## src/rtl/mips_mem_pkg.sv

```systemverilog
// ---------------------------------------------------------------------------
// mips_mem_pkg
//  Shared types and constants for the MIPS unified-memory arbiter.
//   arb_state_t : arbiter FSM state (IDLE -> XFER x4 beats -> LAST)
//   arb_owner_t : which requester owns the current transaction
//   BEATS       : byte beats per 32-bit word
//   BYTE_W      : width of one memory beat
// ---------------------------------------------------------------------------
package mips_mem_pkg;

    typedef enum logic [1:0] {ARB_IDLE, ARB_XFER, ARB_LAST} arb_state_t;
    typedef enum logic {OWN_CPU, OWN_HOST} arb_owner_t;

    localparam int BEATS  = 4;
    localparam int BYTE_W = 8;

endpackage

```

## src/rtl/mips_arb_pick.sv

```systemverilog
// ---------------------------------------------------------------------------
// mips_arb_pick
//  Two-way request picker for the memory arbiter.
//  Build option: MEM_ARB_RR_EN
//   undefined : fixed priority, CPU wins every tie
//   defined   : round-robin, a tie goes to the requester that did not own
//               the previous transaction
//  Ports
//   cpu_req_i   : CPU request
//   host_req_i  : host request
//   last_host_i : 1 when the previous grant went to the host
//   grant_o     : at least one requester is asking
//   host_sel_o  : 1 = host is chosen, 0 = CPU is chosen
//   last_host_o : updated last-owner value (new winner when grant_o=1,
//                 otherwise the incoming value)
// ---------------------------------------------------------------------------
module mips_arb_pick
    import mips_mem_pkg::*;
(
    input  logic cpu_req_i,
    input  logic host_req_i,
    input  logic last_host_i,
    output logic grant_o,
    output logic host_sel_o,
    output logic last_host_o
);

    arb_owner_t last_owner;
    arb_owner_t pick;

    assign last_owner = last_host_i ? OWN_HOST : OWN_CPU;

    always_comb begin
        pick = OWN_CPU;
        if (host_req_i && !cpu_req_i) begin
            pick = OWN_HOST;
        end else if (host_req_i && cpu_req_i) begin
`ifdef MEM_ARB_RR_EN
            pick = (last_owner == OWN_CPU) ? OWN_HOST : OWN_CPU;
`else
            pick = OWN_CPU;
`endif
        end
    end

    assign grant_o     = cpu_req_i | host_req_i;
    assign host_sel_o  = (pick == OWN_HOST);
    assign last_host_o = grant_o ? (pick == OWN_HOST) : (last_owner == OWN_HOST);

endmodule

```

## src/rtl/mips_mem_arbiter.sv

```systemverilog
// ---------------------------------------------------------------------------
// mips_mem_arbiter
//  Shares a byte-wide single-port synchronous memory between the multicycle
//  MIPS core and the host loader. Each 32-bit word access is split into four
//  little-endian byte beats (beat k moves bits [8k+7:8k]).
//  Build option: MEM_ARB_RR_EN selects round-robin tie-break (see mips_arb_pick).
//  Ports
//   clk_i, rst_i                 : clock, synchronous active-high reset
//   cpu_req_i/we_i/addr_i/wdata_i: CPU word request (held until cpu_ack_o)
//   cpu_ack_o, cpu_rdata_o       : 1-cycle completion pulse, read word
//   host_*                       : same as cpu_*, host side
//   mem_addr_o/we_o/wdata_o      : memory byte address / write strobe / byte
//   mem_rdata_i                  : memory read byte, 1 cycle after address
//   busy_o, owner_o              : transaction active, owner (0 CPU, 1 host)
//  Timing: grant at edge N, beats in cycles N+1..N+4, ack in cycle N+5.
// ---------------------------------------------------------------------------
module mips_mem_arbiter
    import mips_mem_pkg::*;
#(
    parameter int ADDR_W = 8
) (
    input  logic              clk_i,
    input  logic              rst_i,
    input  logic              cpu_req_i,
    input  logic              cpu_we_i,
    input  logic [ADDR_W-1:0] cpu_addr_i,
    input  logic [31:0]       cpu_wdata_i,
    output logic              cpu_ack_o,
    output logic [31:0]       cpu_rdata_o,
    input  logic              host_req_i,
    input  logic              host_we_i,
    input  logic [ADDR_W-1:0] host_addr_i,
    input  logic [31:0]       host_wdata_i,
    output logic              host_ack_o,
    output logic [31:0]       host_rdata_o,
    output logic [ADDR_W-1:0] mem_addr_o,
    output logic              mem_we_o,
    output logic [7:0]        mem_wdata_o,
    input  logic [7:0]        mem_rdata_i,
    output logic              busy_o,
    output logic              owner_o
);

    localparam logic [ADDR_W-1:0] ALIGN_MASK = {{(ADDR_W-2){1'b1}}, 2'b00};

    arb_state_t              state_q, state_d;
    logic [1:0]              beat_q, beat_d;
    arb_owner_t              owner_q, owner_d;
    arb_owner_t              last_owner_q, last_owner_d;
    logic                    we_q, we_d;
    logic [ADDR_W-1:0]       addr_q, addr_d;
    logic [31:0]             wdata_q, wdata_d;
    logic [2:0][BYTE_W-1:0]  lane_q, lane_d;
    logic [31:0]             cpu_rdata_q, cpu_rdata_d;
    logic [31:0]             host_rdata_q, host_rdata_d;

    logic                    grant;
    logic                    grant_host;
    logic                    last_host_next;
    logic [BYTE_W-1:0]       wbyte [BEATS];
    logic [31:0]             read_word;

    mips_arb_pick u_pick (
        .cpu_req_i   (cpu_req_i),
        .host_req_i  (host_req_i),
        .last_host_i (last_owner_q == OWN_HOST),
        .grant_o     (grant),
        .host_sel_o  (grant_host),
        .last_host_o (last_host_next)
    );

    // Byte lanes of the latched write word, indexed by beat.
    for (genvar gi = 0; gi < BEATS; gi++) begin : g_wbyte
        assign wbyte[gi] = wdata_q[gi*BYTE_W +: BYTE_W];
    end

    // Byte 3 arrives from memory during LAST, so the full word is
    // assembled combinationally and is valid in the ack cycle.
    assign read_word = {mem_rdata_i, lane_q[2], lane_q[1], lane_q[0]};

    // ---------------- state register ----------------
    always_ff @(posedge clk_i) begin
        if (rst_i) begin
            state_q      <= ARB_IDLE;
            beat_q       <= 2'd0;
            owner_q      <= OWN_CPU;
            last_owner_q <= OWN_HOST;
            we_q         <= 1'b0;
            addr_q       <= '0;
            wdata_q      <= 32'd0;
            lane_q       <= '0;
            cpu_rdata_q  <= 32'd0;
            host_rdata_q <= 32'd0;
        end else begin
            state_q      <= state_d;
            beat_q       <= beat_d;
            owner_q      <= owner_d;
            last_owner_q <= last_owner_d;
            we_q         <= we_d;
            addr_q       <= addr_d;
            wdata_q      <= wdata_d;
            lane_q       <= lane_d;
            cpu_rdata_q  <= cpu_rdata_d;
            host_rdata_q <= host_rdata_d;
        end
    end

    // ---------------- next-state logic ----------------
    always_comb begin
        state_d      = state_q;
        beat_d       = beat_q;
        owner_d      = owner_q;
        last_owner_d = last_owner_q;
        we_d         = we_q;
        addr_d       = addr_q;
        wdata_d      = wdata_q;
        lane_d       = lane_q;
        cpu_rdata_d  = cpu_rdata_q;
        host_rdata_d = host_rdata_q;

        case (state_q)
            ARB_IDLE: begin
                if (grant) begin
                    state_d      = ARB_XFER;
                    beat_d       = 2'd0;
                    owner_d      = grant_host ? OWN_HOST : OWN_CPU;
                    last_owner_d = last_host_next ? OWN_HOST : OWN_CPU;
                    we_d         = grant_host ? host_we_i : cpu_we_i;
                    addr_d       = (grant_host ? host_addr_i : cpu_addr_i) & ALIGN_MASK;
                    wdata_d      = grant_host ? host_wdata_i : cpu_wdata_i;
                end
            end
            ARB_XFER: begin
                // Memory data lags the address by one cycle, so beat k
                // sees the byte addressed during beat k-1.
                if (!we_q) begin
                    case (beat_q)
                        2'd1:    lane_d[0] = mem_rdata_i;
                        2'd2:    lane_d[1] = mem_rdata_i;
                        2'd3:    lane_d[2] = mem_rdata_i;
                        default: ;
                    endcase
                end
                beat_d = beat_q + 2'd1;
                if (beat_q == 2'd3) begin
                    state_d = ARB_LAST;
                end
            end
            ARB_LAST: begin
                state_d = ARB_IDLE;
                beat_d  = 2'd0;
                if (!we_q) begin
                    if (owner_q == OWN_HOST) begin
                        host_rdata_d = read_word;
                    end else begin
                        cpu_rdata_d = read_word;
                    end
                end
            end
            default: state_d = ARB_IDLE;
        endcase
    end

    // ---------------- output logic ----------------
    always_comb begin
        mem_addr_o   = '0;
        mem_we_o     = 1'b0;
        mem_wdata_o  = 8'd0;
        cpu_ack_o    = 1'b0;
        host_ack_o   = 1'b0;
        cpu_rdata_o  = cpu_rdata_q;
        host_rdata_o = host_rdata_q;
        busy_o       = (state_q != ARB_IDLE);
        owner_o      = busy_o && (owner_q == OWN_HOST);

        case (state_q)
            ARB_XFER: begin
                // Base is word-aligned, so OR-ing in the beat never carries.
                mem_addr_o  = addr_q | {{(ADDR_W-2){1'b0}}, beat_q};
                mem_we_o    = we_q;
                mem_wdata_o = we_q ? wbyte[beat_q] : 8'd0;
            end
            ARB_LAST: begin
                if (owner_q == OWN_HOST) begin
                    host_ack_o = 1'b1;
                    if (!we_q) host_rdata_o = read_word;
                end else begin
                    cpu_ack_o = 1'b1;
                    if (!we_q) cpu_rdata_o = read_word;
                end
            end
            default: ;
        endcase
    end

endmodule

```

## config.mk

```make
export PLATFORM = sky130hd
export DESIGN_NAME = mips_mem_arbiter
export DESIGN_NICKNAME = d
export VERILOG_FILES = /design/src/rtl/mips_mem_pkg.sv /design/src/rtl/mips_arb_pick.sv /design/src/rtl/mips_mem_arbiter.sv
export SDC_FILE = /design/constraint.sdc
export NUM_CORES = 1
export LEC_CHECK = 0
export ABC_AREA = 1
export ABC_CLOCK_PERIOD_IN_PS = 4700
export BUFFER_PORTS_ARGS = -buffer_cell sky130_fd_sc_hd__buf_2
export CORE_ASPECT_RATIO = 0.75
export CORE_MARGIN = 2
export CORE_UTILIZATION = 49
export CTS_BUF_LIST = sky130_fd_sc_hd__clkbuf_16
export DETAILED_ROUTE_END_ITERATION = 10
export HOLD_SLACK_MARGIN = 0.06
export PLACE_DENSITY = 0.81
export SLEW_MARGIN = 20
export SYNTH_ARGS = -nofsm -noshare
export SYNTH_HDL_FRONTEND = slang
export SYNTH_HIERARCHICAL = 1
export SYNTH_SLANG_ARGS = --single-unit
```

## constraint.sdc

```tcl
create_clock -name clk_i -period 4.7 [get_ports clk_i]
set_clock_uncertainty 0.2 [all_clocks]
set_input_delay 0.94 -clock clk_i [delete_from_list [all_inputs] [get_ports clk_i]]
set_output_delay 0.94 -clock clk_i [all_outputs]
set_load 0.02 [all_outputs]
```

==> results.toml <==
[flow_run]
maxCapViolCount = 0

[floorplanning]
ios = 179
rows = 37
coreArea_sq_um = 13600
fp.dieW_microns = 139
die_area_sq_um = 14700
start_util_pct = 49.6
die_h_microns = 105

[finish]
nNetsFinal = 1373
register_area_sq_um = 2640
fillers = 1307
design_area_sq_um = 8240
drive_gt1_share_pct = 17.1
layout.cells.most_common_list = "nand2_1, inv_1, nor2_1, buf_2, dfxtp_1"
diodes = 0
multiInputGateArea_sq_um = 2850
layout_commonest_cell = "nand2_1"
final_cells = 1464
area_growth_pct = 22.4
post-route-util_pct = 60.8

[power_and_ir_drop]
power_leakage_nw = 4.92
power_density_nw_per_um2 = 364
power_mw = 3.00
ir_drop_mv = 0.259

[sta]
finalWorstSetupSlack_ns = 1.05
worst_pin_slew_ns = 0.993
rsz0062_at_grt = "no"
finalMaxSlewViolations = 0
finalSetupTns_ns = 0
worst_hold_slack_ns = 0.287
period_share_pct = 77.8
max_freq_mhz = 274
fin_crit_ns = 3.65
setup_violations = 0
slew_headroom_pct = 33.7
finalHoldViolCount = 0

[clock_tree]
clockBufferDepth = 2
root_buffer = "clkbuf_16"
htree_levels = 4
hold_buffers = 0
cts_tree = "done"
cts_buffers = 17
clkSinkCount = 132
clkLatencyLatePin_ns = 0.41
clk_pin_slew_ns = 0.06
cts_setup_buffers = 0
ctsResizeCount = 0

[critical_path]
crit_type = "register to primary output"
crit_required_ns = 3.56
timing.critical_path.buf_inv = 2
cp_top_family = "simple AND/OR/NAND/NOR gates"
cp_max_fo = 27
worst_setup_path_start_kind = "register"
worstSetupEndpointType = "primary output"
path_cells = "inv_1 > nor2_2 > nand2_1 > a21oi_1 > buf_2"
critical-path-slowest-cell = "nor2_2"
critPathArrivalTime_ns = 2.51
cp_slowest_stage_delay_ns = 0.76

[drt]
drt_drc_violations_left = 0
vias_per_cell = 4.60
final_antenna_net_count = 0
drtIter0Drc = 461
drt-total-wl_mm = 16.8
first_pass_iters = 5
num_vias = 6732
wl_per_cell_microns = 11.4

[global_route]
grt_max_degree = 80
grt_pass1_vias = 5946
grt_usage_pct = 23.0
antenna_found_initial = 0
grt_pass1_wl_mm = 27.8
grt_overflow_total = 0

[placement]
placedInstanceArea_sq_um = 7580
place_inst = 1432
place_hpwl_mm = 11.5
gp_congestion = 0.871
port_buffers = 174
dp_slack_ns = 1.53

[run_status]
outcome = "completed"

[logic_synthesis]
postSynthAreaPerCell_sq_um = 5.93
synthCells = 1134
syn-num-nets = 1231
synth_area_sq_um = 6730
yosys_warnings = 6

[worst_hold_path]
hp-class = "register to register"
[worst reg2reg max path, stage by stage (launching register included)]
cell	delay, ns
dfxtp_1	0.38
inv_1	0.10
nor2_4	0.34
buf_4	0.52
nand3_1	0.23
nand2_1	0.18
nor2_1	0.05
[final timing paths]
path / end / slack (ns) / from / cells after the start
worst min register to register: lane_q[22] / 0.29 / lane_q[22] / 2
worst max-delay path: mem_wdata_o[0] / 1.05 / state_q[0] / 5
worst min-delay path: lane_q[22] / 0.29 / lane_q[22] / 2
worst max register to register: cpu_rdata_q[22] / 2.57 / state_q[1] / 6
[report_power, final]
group | switching (mW) | total, mW | internal (mW)
logic | 0.245 | 0.361 | 0.116
registers | 0.0208 | 1.19 | 1.17
clock network | 0.508 | 1.45 | 0.947
[per-layer routing]
metal	up-vias	global-route usage, %	share of wire [%]
met1	2924	32.3	49
met4	0	4.76	1.1
met3	17	5.82	7.5
met2	214	36.1	43
met5	-	0	0
li1	3577	-	-
[flip-flops by register name (all words and copies together) (netlist names)]
| signal | flops |
|---|---|
| cpu_rdata_q | 32 |
| host_rdata_q | 32 |
| wdata_q | 32 |
| lane_q | 24 |
| addr_q | 6 |
| beat_q | 2 |
| state_q | 2 |
| owner_q | 1 |
| we_q | 1 |
[cell type report]
class                           count  share of cell area [%]
Clock buffer                       17                    5.16
Tap cell                          175                    2.66
Sequential cell                   132                    32.1
Timing Repair Buffer              181                    11.2
Clock inverter                     15                    2.76
Inverter                          253                    11.6
Multi-Input combinational cell    691                    34.6
(Power assumes the default switching activity.)
